[config.mk]
export PLATFORM = sky130hd
export DESIGN_NAME = adc_model_cmd_buf
export DESIGN_NICKNAME = d
export VERILOG_FILES = /design/src/rtl/mfp_adc_max10_model_pkg.sv /design/src/rtl/mfp_adc_max10_model_cmd_buf.sv
export SDC_FILE = /design/constraint.sdc
export NUM_CORES = 1
export LEC_CHECK = 0
export BUFFER_PORTS_ARGS = -buffer_cell sky130_fd_sc_hd__buf_4
export CAP_MARGIN = 20
export CORE_AREA = 2 2 39 41
export DETAILED_ROUTE_END_ITERATION = 10
export DIE_AREA = 0 0 41 43
export GPL_ROUTABILITY_DRIVEN = 1
export PLACE_DENSITY = 0.47
export SLEW_MARGIN = 5
export SYNTH_ARGS = -nofsm -noshare
export SYNTH_HDL_FRONTEND = slang
export SYNTH_SLANG_ARGS = --single-unit
[constraint.sdc]
create_clock -name clk_i -period 0.85 [get_ports clk_i]
set_clock_uncertainty 0.05 [all_clocks]
set_input_delay 0.17 -clock clk_i [delete_from_list [all_inputs] [get_ports clk_i]]
set_output_delay 0.17 -clock clk_i [all_outputs]
set_load 0.02 [all_outputs]
[src/rtl/mfp_adc_max10_model_pkg.sv]
// ============================================================================
// mfp_adc_max10_model_pkg : channel codes, FSM encoding and LFSR constants
// Revision 1.0
// ============================================================================
`default_nettype none

package mfp_adc_max10_model_pkg;

    localparam logic [4:0]  CH_TEMP_SENSOR      = 5'd17;
    localparam int          CONV_CYCLES_DEFAULT = 5;
    localparam int          CMD_W               = 7;

    localparam logic [15:0] LFSR_SEED = 16'hACE1;
    // Galois form of x^16+x^14+x^13+x^11+1
    localparam logic [15:0] LFSR_TAPS = 16'hB400;

    typedef enum logic [1:0] {
        ST_IDLE = 2'd0,
        ST_CONV = 2'd1,
        ST_RESP = 2'd2
    } state_t;

    typedef struct packed {
        logic [4:0] ch;
        logic       sop;
        logic       eop;
    } cmd_t;

    function automatic logic [15:0] lfsr_next(input logic [15:0] s);
        return s[0] ? ((s >> 1) ^ LFSR_TAPS) : (s >> 1);
    endfunction

endpackage

`default_nettype wire

[src/rtl/mfp_adc_max10_model_cmd_buf.sv]
// ============================================================================
// adc_model_cmd_buf : one-entry command register with full flag, load and pop
// Revision 1.0
// ============================================================================
`default_nettype none

module adc_model_cmd_buf
    import mfp_adc_max10_model_pkg::*;
#(
    parameter int WIDTH = CMD_W
) (
    input  logic             clk_i,
    input  logic             rst_i,
    input  logic             load_i,
    input  logic [WIDTH-1:0] data_i,
    input  logic             pop_i,
    output logic             full_o,
    output logic [WIDTH-1:0] data_o
);

    logic             full_q, full_d;
    logic [WIDTH-1:0] data_q, data_d;

    always_comb begin
        full_d = full_q;
        data_d = data_q;
        if (pop_i) begin
            full_d = 1'b0;
        end
        if (load_i) begin
            full_d = 1'b1;
            data_d = data_i;
        end
    end

    always_ff @(posedge clk_i) begin
        if (rst_i) begin
            full_q <= 1'b0;
            data_q <= '0;
        end else begin
            full_q <= full_d;
            data_q <= data_d;
        end
    end

    assign full_o = full_q;
    assign data_o = data_q;

endmodule

`default_nettype wire

-- After elaboration in Yosys (flattened, before gate mapping)
Index checks and enable logic that the tools add are counted.
- bits of input ports: 11
- register bits: 8
- memories kept: 0
- memory bits (read-only): 0
- memory bits (writable): 0
- word-level logic and storage cells: 5
- bits in latches: 0
- output and inout bits: 8
- reduce and logical (&&, ||, !) cells: 1
- add/sub/neg operators: 0
- multiply operators: 0
- shift-type cells: 0
- div/mod/pow operators: 0
- muxes and demuxes: 2
- order comparisons: 0
- bitwise logic cells: 0
- equality and inequality tests: 0
- operators by type and width (cell ; number):
    1-bit 2-to-1 mux ; 2
    2-bit nonzero test ; 1

-- Depth between registers and ports, before layout
- word-level depth: 2
- depth in mapped cells: 3
- depth with buffers taken out: 2

-- Least setup slack after synthesis
OpenSTA, ideal clock, no wires.
- path type: reg-to-reg
- start point: register, netlist name full_o
- end point: register full_q, in the netlist full_o
- arrival: 609 ps
- slack: 121 ps
- stages on the path, launching flop included: 3
- data required time: 730 ps
- library setup time: 70 ps
- cells stage by stage: dfxtp_1 > nand2b_1 > a21oi_1
- RTL lines (element ; line ; RTL):
    to (signal assigned) ; mfp_adc_max10_model_cmd_buf.sv:41 ; full_q <= full_d;
    to (decl) ; mfp_adc_max10_model_cmd_buf.sv:21 ; logic full_q, full_d;

-- Final worst setup path
- start point: register data_q[3], in the netlist data_o[3]
- end point: output data_o[3]
- RTL lines (element ; line ; RTL):
    from (decl) ; mfp_adc_max10_model_cmd_buf.sv:22 ; logic [WIDTH-1:0] data_q, data_d;
    from (signal assigned) ; mfp_adc_max10_model_cmd_buf.sv:42 ; data_q <= data_d;
    to (decl) ; mfp_adc_max10_model_cmd_buf.sv:18 ; output logic [WIDTH-1:0] data_o
No word-level cell between the ends.

==> results.md <==
* First-pass GRT wire length at 876 microns
* Max VDD drop at 652 uV
* Vias in the first global route at 230
* Gpl congestion at 0.640
* Critical-path top delay cell: dfxtp_2
* H-tree depth at 1
* TritonCTS clock tree: yes
* RSZ-0062 raised after global routing: true
* Sink Count at 8
* Status: complete, but fails checks
* Yosys Warn Count at 0
* Worst Path Max Fanout at 2
* Max layer used: met3
* Mapped cell area at 287 sq um
* Die width at 41 microns
* Synth Register Bits at 8
* Drt wl/cell at 9.02 microns
* Syn_nets at 38
* Drt first pass iters at 2
* Via count at 233
* Area post-placement at 427 sq um
* Gr usage total at 7.84%
* Crit path cell chain: buf_6
* Met2 WL at 240 microns
* Syn Inst Count at 27
* CTS max path bufs at 2
* Relative slew slack at 91.6%
* Root buffer cell: clkbuf_4
* Detail Route Antenna Nets at 0
* Worst slew pin tran at 0.123 ns
* Via-per-instance ratio at 3.76
* Die Area at 1760 sq um
* Max_cap viols at 0
* Max incr delay on CP at 0.33 ns
* Number of CTS-inserted buffers at 3
* # rows at 14
* Design area at 489 sq um
* # port buffers at 18
* Failing checks: setup timing
* Final WS setup at -0.0603 ns
* Post-DP HPWL at 421 microns
* Setup bufs post-CTS at 0
* DRT iter0 DRCs at 1
* Worst Path Arrival at 0.69 ns
* CTS clk-pin slew, worst paths at 0.05 ns
* Leak at 0.242 nW
* Largest net degree at the start of global routing at 9
* Wire length on met1 at 251 microns
* Setup Crit Path Kind: reg -> out
* Register area share after synthesis at 55.9%
* Setup Viol. Count Final at 8
* Synthesis-to-finish area growth at 70.7%
* Post-synthesis area per instance at 10.6 sq um
* Critical Path Start Type: flip-flop
* Ports at 19
* Crit path buf inv count at 1
* Layout cell share with drive strength beyond 1 at 63.0%
* Tightest Hold Check Type: in -> reg
* Initial Util at 20.7%
* Fin nets at 59
* Fmax at 1100 MHz
* Req. time, crit path at 0.63 ns
* Family with the most delay on the worst path: flip-flops
* Antenna violations before repair at 0
* Cell Pwr Density at 1740 nW/um^2
* Fin crit period at 0.910 ns
* Element type at the critical path end: primary output
* Grt ovf at 0
* Final Cycle Share at 107%
* DRC viols at 0
* DIE HEIGHT at 43 microns
* Fill count at 146
* Total power at 0.851 mW
* Core area at 1380 sq um
* Final Max Tran Viols at 0
* Final Hold Violating Endpoints at 0
* DR WL met3 at 67 microns
* Latest clock arrival within the worst-skew pair at 0.24 ns
* DRT Wirelength at 559 microns
* Number of diodes at 0
* Yosys cell types at 8
cell type report:
class / count / area, sq um / area share (%)
clock buffer: 3 / 22.5 / 4.60
inverter: 1 / 3.75 / 0.767
multi-input combinational: 16 / 108 / 22.0
sequential: 8 / 170 / 34.8
tap: 16 / 20.0 / 4.09
timing repair buffer: 18 / 165 / 33.8
path summary, 6_finish.rpt:
path / start / end / slack [ns] / cells past startpoint
min: rst_i / full_o / 0.09 / 2
max: data_o[3] / data_o[3] / -0.06 / 1
min reg2reg: full_o / full_o / 0.43 / 2
max reg2reg: data_o[0] / data_o[0] / 0.20 / 2
layer usage:
metal | up-vias | track usage, %
met5 | - | 0
met4 | 0 | 8.00
met3 | 0 | 3.14
met2 | 13 | 8.44
met1 | 95 | 10.6
li1 | 125 | -
cell families after synthesis:
family | after synthesis | share of synthesized area [%]
muxes | 7 | 24.5
DFF | 8 | 55.9
buffers and inverters | 3 | 6.55
and+or+nand+nor | 8 | 11.4
AOI/OAI and AO/OA | 1 | 1.75
Yosys cell counts, drive strengths merged:
cell type | count | area, sq um
nor2 | 7 | 26.3
mux2i | 7 | 70.1
clkbuf | 1 | 3.75
nand2b | 1 | 6.26
dfxtp | 8 | 160
buf | 1 | 11.3
inv | 1 | 3.75
a21oi | 1 | 5.00
cells in the final DEF, fill, tap and decap left out, drive strengths merged:
master,n
buf,18
dfxtp,8
mux2i,7
nor2,7
clkbuf,3
inv,1
nand2b,1
a21oi,1
report_power, final:
part / switching [mW] / internal, mW / total [mW]
Combinational: 0.0654 / 0.0909 / 0.156
Clock: 0.116 / 0.161 / 0.277
Sequential: 0.0148 / 0.403 / 0.418
Total: 0.196 / 0.655 / 0.851
registers in the layout (all words and copies together) (netlist names):
name	cells
data_o	7
full_o	1
metrics by stage:
| step | util [%] | setup slack (ns) | cells | hold slack (ns) | TNS (ns) |
|---|---|---|---|---|---|
| 2_1_floorplan | - | 0.121 | 27 | 0.267 | 0 |
| 3_3_place_gp | 30.8 | 0.101 | 59 | 0.353 | 0 |
| 3_5_place_dp | 30.8 | 0.0922 | 59 | 0.353 | 0 |
| 4_1_cts | 35.4 | -0.0763 | 62 | 0.0759 | -0.556 |
| 5_1_grt | 35.4 | -0.0926 | 62 | 0.0858 | -0.653 |
| 6_report | 35.4 | -0.0603 | 62 | 0.0876 | -0.438 |
timing repair:
action | in CTS | in global routing
hold buffers | 0 | 0
cloned | 0 | 0
pin swaps | 0 | 0
setup endpoints to repair | 8 | 8
resized for setup | 16 | 0
endpoints found under the hold margin | 0 | 0
(Power assumes the default switching activity.)
